## config.mk

```make
export PLATFORM = sky130hd
export DESIGN_NAME = ss_product_decoder
export DESIGN_NICKNAME = d
export VERILOG_FILES = /design/src/rtl/ss_product_decoder.sv
export SDC_FILE = /design/constraint.sdc
export NUM_CORES = 1
export LEC_CHECK = 0
export BUFFER_PORTS_ARGS = -buffer_cell sky130_fd_sc_hd__buf_2
export CAP_MARGIN = 0
export CORE_ASPECT_RATIO = 1.1
export CORE_MARGIN = 3
export CORE_UTILIZATION = 45
export CTS_BUF_LIST = sky130_fd_sc_hd__clkbuf_16
export DETAILED_ROUTE_END_ITERATION = 8
export PLACE_DENSITY = 0.65
export SLEW_MARGIN = 20
export SYNTH_ARGS = -nofsm -noshare
export SYNTH_HDL_FRONTEND = slang
export SYNTH_SLANG_ARGS = --single-unit
```

## constraint.sdc

```tcl
create_clock -name clk -period 2.8 [get_ports clk]
set_clock_uncertainty 0.2 [all_clocks]
set_input_delay 0.56 -clock clk [delete_from_list [all_inputs] [get_ports clk]]
set_output_delay 0.56 -clock clk [all_outputs]
set_load 0.02 [all_outputs]
```

## src/rtl/ss_product_decoder.sv

```systemverilog
// ss_product_decoder
//  Frames the per-cycle stochastic-symbol product stream into windows of 2^LOG_LEN valid
//  symbols and returns each window as a raw sum plus a round-half-up mean through a
//  valid/ready output register.
// Ports
//  clk        rising-edge clock
//  rst        asynchronous, active-low reset
//  start      pulse: begin (or restart) a window
//  ss_valid   ss_in carries a symbol this cycle
//  ss_in      unsigned SS product symbol
//  busy       decoder is not idle
//  out_valid  z_sum/z_mean hold an unconsumed result
//  out_ready  downstream accepts the result
//  z_sum      raw window sum
//  z_mean     rounded window mean
//  overrun    sticky: a symbol was dropped while waiting to unload
module ss_product_decoder #(
   parameter int unsigned SS_W    = 8,
   parameter int unsigned LOG_LEN = 8
) (
   input  logic                    clk,
   input  logic                    rst,
   input  logic                    start,
   input  logic                    ss_valid,
   input  logic [SS_W-1:0]         ss_in,
   output logic                    busy,
   output logic                    out_valid,
   input  logic                    out_ready,
   output logic [SS_W+LOG_LEN-1:0] z_sum,
   output logic [SS_W-1:0]         z_mean,
   output logic                    overrun
);

   localparam int unsigned ACC_W = SS_W + LOG_LEN;
   localparam logic [LOG_LEN-1:0] CNT_LAST = '1;
   localparam logic [ACC_W-1:0]   HALF     = ACC_W'(1) << (LOG_LEN - 1);

   typedef enum logic [1:0] {
      IDLE  = 2'd0,
      ACCUM = 2'd1,
      DONE  = 2'd2
   } state_t;

   state_t             state, state_n;
   logic [ACC_W-1:0]   acc, acc_n;
   logic [LOG_LEN-1:0] cnt, cnt_n;
   logic               overrun_n;
   logic               out_valid_n;
   logic [ACC_W-1:0]   z_sum_n;
   logic [SS_W-1:0]    z_mean_n;
   logic [ACC_W-1:0]   acc_rnd;
   logic               out_free;

   // Rounding bias cannot overflow: the largest window sum leaves room for half an LSB of the mean.
   assign acc_rnd  = acc + HALF;
   assign out_free = ~out_valid | out_ready;

   // State register
   always_ff @(posedge clk or negedge rst) begin
      if (!rst) state <= IDLE;
      else      state <= state_n;
   end

   // Next-state and datapath decode
   always_comb begin
      state_n     = state;
      acc_n       = acc;
      cnt_n       = cnt;
      overrun_n   = overrun;
      z_sum_n     = z_sum;
      z_mean_n    = z_mean;
      // A handshake drains the output register unless a load below refills it.
      out_valid_n = out_valid & ~out_ready;

      unique case (state)
         IDLE: begin
            if (start) begin
               state_n   = ACCUM;
               acc_n     = '0;
               cnt_n     = '0;
               overrun_n = 1'b0;
            end
         end
         ACCUM: begin
            if (start) begin
               // Restart discards the partial window and this cycle's symbol.
               acc_n     = '0;
               cnt_n     = '0;
               overrun_n = 1'b0;
            end else if (ss_valid) begin
               acc_n = acc + ACC_W'(ss_in);
               cnt_n = cnt + LOG_LEN'(1);
               if (cnt == CNT_LAST) state_n = DONE;
            end
         end
         DONE: begin
            if (out_free) begin
               z_sum_n     = acc;
               z_mean_n    = SS_W'(acc_rnd >> LOG_LEN);
               out_valid_n = 1'b1;
               state_n     = IDLE;
            end else if (ss_valid) begin
               overrun_n = 1'b1;
            end
         end
         default: state_n = IDLE;
      endcase
   end

   // Datapath and output registers
   always_ff @(posedge clk or negedge rst) begin
      if (!rst) begin
         acc       <= '0;
         cnt       <= '0;
         overrun   <= 1'b0;
         out_valid <= 1'b0;
         z_sum     <= '0;
         z_mean    <= '0;
         busy      <= 1'b0;
      end else begin
         acc       <= acc_n;
         cnt       <= cnt_n;
         overrun   <= overrun_n;
         out_valid <= out_valid_n;
         z_sum     <= z_sum_n;
         z_mean    <= z_mean_n;
         busy      <= (state_n != IDLE);
      end
   end

endmodule
```

# Yosys cells after proc, flatten, opt, wreduce, memory -nomap -nowiden
# Index checks and enable logic that the tools add are counted.
# Widths: inputs -> output; s select.
[op_classes] add_sub_neg=3 eq_ne=8 muxes=20 bitwise=4 reduce_logical=8
[ops] operator="$mux 16" n=3
[ops] operator="$pmux 16 s2" n=1
[ops] operator="$mux 8" n=3
[ops] operator="$add 16x8->16" n=1
[ops] operator="$add 16x8->16 const B" n=1
[ops] operator="$pmux 8 s2" n=1
[ops] operator="$mux 2" n=5
[ops] operator="$add 8x1->8 const B" n=1
[ops] operator="$eq 8x8->1 const B" n=1
[ops] operator="$ne 2x2->1 const B" n=3
[ops] operator="$pmux 2 s3" n=1
[ops] operator="$reduce_bool 2->1" n=3
[ops] operator="$mux 1" n=5
[ops] operator="$reduce_and 4->1" n=1
[ops] operator="$ne 3x3->1 const B" n=1
[ops] operator="$reduce_and 3->1" n=1
[ops] operator="$eq 2x1->1 const B" n=1
[ops] operator="$eq 2x2->1 const B" n=1
[ops] operator="$logic_not 2->1" n=1
[ops] operator="$ne 2x1->1 const B" n=1
[ops] operator="$not 1->1" n=2
[ops] operator="$pmux 1 s2" n=1
[ops] operator="$reduce_and 2->1" n=1
[ops] operator="$reduce_or 2->1" n=1
[ops] operator="2 further kinds" n=2
[totals] reg_bits=53 in_bits=13 output_inout_bits=27 wordCells=51

# Longest topological paths before layout
[depth] depth_word=6 mapped_depth=8 depth_no_buf=8

# Worst setup path before layout
# No wires, ideal clock.
[synth_timing] kind="input -> register" startpoint="input ss_in[0]" endpoint="register acc[14]" setup_ns=0.069 arrival_ns=2.188 required_ns=2.531 path_slack_ns=0.343 path_stages=8 n_path_buf=0 path_cell_list="ha_1 inv_1 fa_1 nand2b_1 a21oi_1 o21ai_1 or4_1 nand3_1"
[synth_between] elab_chain_cells=4
[synth_lines] element="start, declared" line_no="25" text="input logic [SS_W-1:0] ss_in,"
[synth_lines] element="$add 16x8->16" line_no="91" text="acc_n = acc + ACC_W'(ss_in);"
[synth_lines] element="$mux 16" line_no="90" text="end else if (ss_valid) begin"
[synth_lines] element="$mux 16" line_no="85" text="if (start) begin"
[synth_lines] element="$pmux 16 s2" line_no="75" text="unique case (state)"
[synth_lines] element="end signal, assigned" line_no="121" text="acc <= acc_n;"
[synth_lines] element="end, declared" line_no="45" text="logic [ACC_W-1:0] acc, acc_n;"
# No other way between the ends. The select of a mux whose other input is x is not followed.
# A chain may end at the register's enable or synchronous reset.

# Worst setup path in the final report
[layout_timing] startpoint="register acc[0]" endpoint="register acc[14]"
[layout_between] elab_chain_cells=4
[layout_lines] element="$add 16x8->16" line_no="91"
[layout_lines] element="$mux 16" line_no="90"
[layout_lines] element="$mux 16" line_no="85"
[layout_lines] element="$pmux 16 s2" line_no="75"
# No other way between the ends. The select of a mux whose other input is x is not followed.

==> impl_metrics.toml <==
[run_status]
status = "completed"

[cts]
cts_tree = "yes"
cts_sinks = 53
clk_latency_ps = 290
postCtsHoldBufs = 0
htreeDepth = 2
clk_pin_slew_worst_paths_ps = 70
clock_path_buffers = 2
root_buffer = "clkbuf_16"
cts_made_buffers = 5
cts_setup_buffers = 0
cts_resized = 0

[global_routing]
grt_pass1_vias = 2043
track_usage_pct = 17.4
overflow = 0
grt_pass1_wl_mm = 9.47
grt_max_degree = 38
grt_antenna_before_repair = 0

[finish]
areaGrowthSynthToFinish_pct = 15.8
final_util_pct = 55.5
nets = 326
fillers = 537
n_antenna_cell = 0
post-route-cell-area_um2 = 3070
drive_gt1_share_pct = 22.8

[timing]
final.setup.worst_slack_ps = 384
fmax_mhz = 414
min_period_ps = 2420
setup_violations = 0
hold_viol = 0
relSlewSlack_pct = 46.5
maxSlewViolCount = 0
holdWs_ps = 162
tightest_slew_ps = 802
post-route-period-util_pct = 86.3
tns_ps = 0
rsz0062_at_grt = "no"

[worst_setup_path]
worst_setup_path_start_kind = "flip-flop"
end_kind = "flip-flop"
path_max_fanout = 5
critPathKind = "flip-flop to flip-flop"
critPathRequiredTime_ps = 2830
critPathArrivalTime_ps = 2440

[logic_synthesis]
synth_area_per_cell_um2 = 10.2
synth_edf_count = 0
ys.flop_type = "dfrtp_1"
synthesis.area_um2 = 2650
yosys.cell_types.count = 40
yosys_warnings = 0
synthCells = 261
yosys_register_bits = 53
synth_seq_area_share_pct = 50.0
async_flop_share_pct = 100
synth_nets = 285

[floorplan]
fp.coreArea_um2 = 5540
die_area_um2 = 6850
die_y_um = 86.5
initial_core_util_pct = 47.9
io_pins = 40
num_rows = 28
fp.dieW_um = 79.2

[routing]
vias = 2058
viasPerCell = 5.44
wl_per_cell_um = 14.1
drt_iter0_drc = 114
finalWirelength_mm = 5.35
antenna_left = 0
drt_first_pass_iters = 4
route.detailed.drc = 0

[place]
numPortBuffers = 39
place_ws_ps = 114
place_area_um2 = 2940
gp_congestion = 0.860
post-dp-hpwl_mm = 3.97

[worst_hold_path]
hp-class = "primary input to asynchronous set/reset pin"

[pwr]
p_per_area_nw_per_um2 = 535
irDropWorstVdd_mv = 0.385
p_leak_nw = 1.49

[job]
maxCapViolations = 0
-- registers in the layout, summed over array words and instances (netlist names) --
name / cells
cnt: 8
acc: 16
overrun: 1
state: 2
busy: 1
out_valid: 1
z_sum: 16
z_mean: 8
-- final timing paths --
check                           from        end  slack (ps)  depth (start not counted)
max in group asynchronous        rst  z_sum[13]        1590                          2
max                           acc[0]    acc[14]         380                          8
min reg2reg                z_mean[2]  z_mean[2]         270                          2
max reg2reg                   acc[0]    acc[14]         380                          8
min in group clk           z_mean[2]  z_mean[2]         270                          2
min                              rst   z_sum[6]         160                          1
-- final cells by class --
| cell class | count | area (µm²) | area share [%] |
|---|---|---|---|
| timing repair buffer | 45 | 240 | 7.82 |
| clock inverter | 3 | 11.3 | 0.366 |
| multi-input combinational | 191 | 1250 | 40.8 |
| sequential | 53 | 1330 | 43.2 |
| clock buffer | 5 | 125 | 4.07 |
| tap | 75 | 93.8 | 3.05 |
| inverter | 6 | 22.5 | 0.733 |
-- synth_stat cells (2+ instances only) --
cell / n / area [µm²]
a21o_1: 2 / 15.0
a21oi_1: 14 / 70.1
a22o_1: 3 / 26.3
a31oi_1: 2 / 12.5
and3_1: 2 / 12.5
buf_2: 7 / 35.0
clkbuf_1: 4 / 15.0
dfrtp_1: 53 / 1330
ha_1: 10 / 125
inv_1: 5 / 18.8
mux2_2: 15 / 169
nand2_1: 36 / 135
nand2b_1: 4 / 25.0
nand3_1: 11 / 55.1
nand4_1: 6 / 37.5
nor2_1: 15 / 56.3
o211ai_1: 7 / 52.6
o21ai_0: 22 / 110
o22ai_1: 3 / 18.8
o31ai_1: 4 / 30.0
or4_1: 2 / 15.0
xnor2_1: 6 / 52.6
xor2_1: 11 / 96.3
-- per-stage QoR --
step	total power, mW	instances
after floorplan	1.01	261
after global placement	1.08	370
after detailed placement	1.08	370
after CTS	1.66	378
after global routing	1.73	378
final	1.64	378
-- cells by family (layout without fill, tap and decap cells) --
group | after synthesis | in the layout | share of synthesized area, %
AO/OA/AOI/OAI | 64 | 64 | 15.1
XOR/XNOR | 17 | 17 | 5.61
adder cells (fa/ha/maj) | 11 | 11 | 5.47
buffers and inverters | 17 | 59 | 2.74
flip-flops | 53 | 53 | 50.0
multiplexers | 15 | 15 | 6.37
AND/OR/NAND/NOR | 84 | 84 | 14.7
-- worst max-delay path: stages, from the launching register on --
cell and delay [ps]:
dfrtp_1 370, ha_1 200, inv_1 70, fa_1 390, nand2b_1 180, a21oi_1 210
o21ai_1 180, or4_1 480, nand3_1 90
-- report_power, final --
part	leakage [nW]	internal (mW)	switching, mW
Combinational	0.694	0.0969	0.138
Sequential	0.723	0.793	0.0413
Clock	0.0776	0.322	0.253
Total	1.49	1.21	0.433
-- metal layers --
layer	vias up	GRT usage [%]	routed length, µm
li1	1008	-	-
met1	1003	22.0	2480
met2	39	30.5	2610
met3	8	3.12	195
met4	0	5.00	60
met5	-	0	0
-- layout by cell type (no fill, tap or decap), drive strengths merged, types with 2 or more instances in the layout --
cell type,count
and3,2
nand3,11
o211ai,7
buf,45
o22ai,3
nor2,15
xor2,11
a22o,3
dfrtp,53
clkbuf,5
a21o,2
xnor2,6
ha,10
nand2,36
nand4,6
a21oi,14
o31ai,4
nand2b,4
inv,9
mux2,15
a31oi,2
o21ai,24
or4,2
No activity file was read; power rests on OpenSTA's default activity.
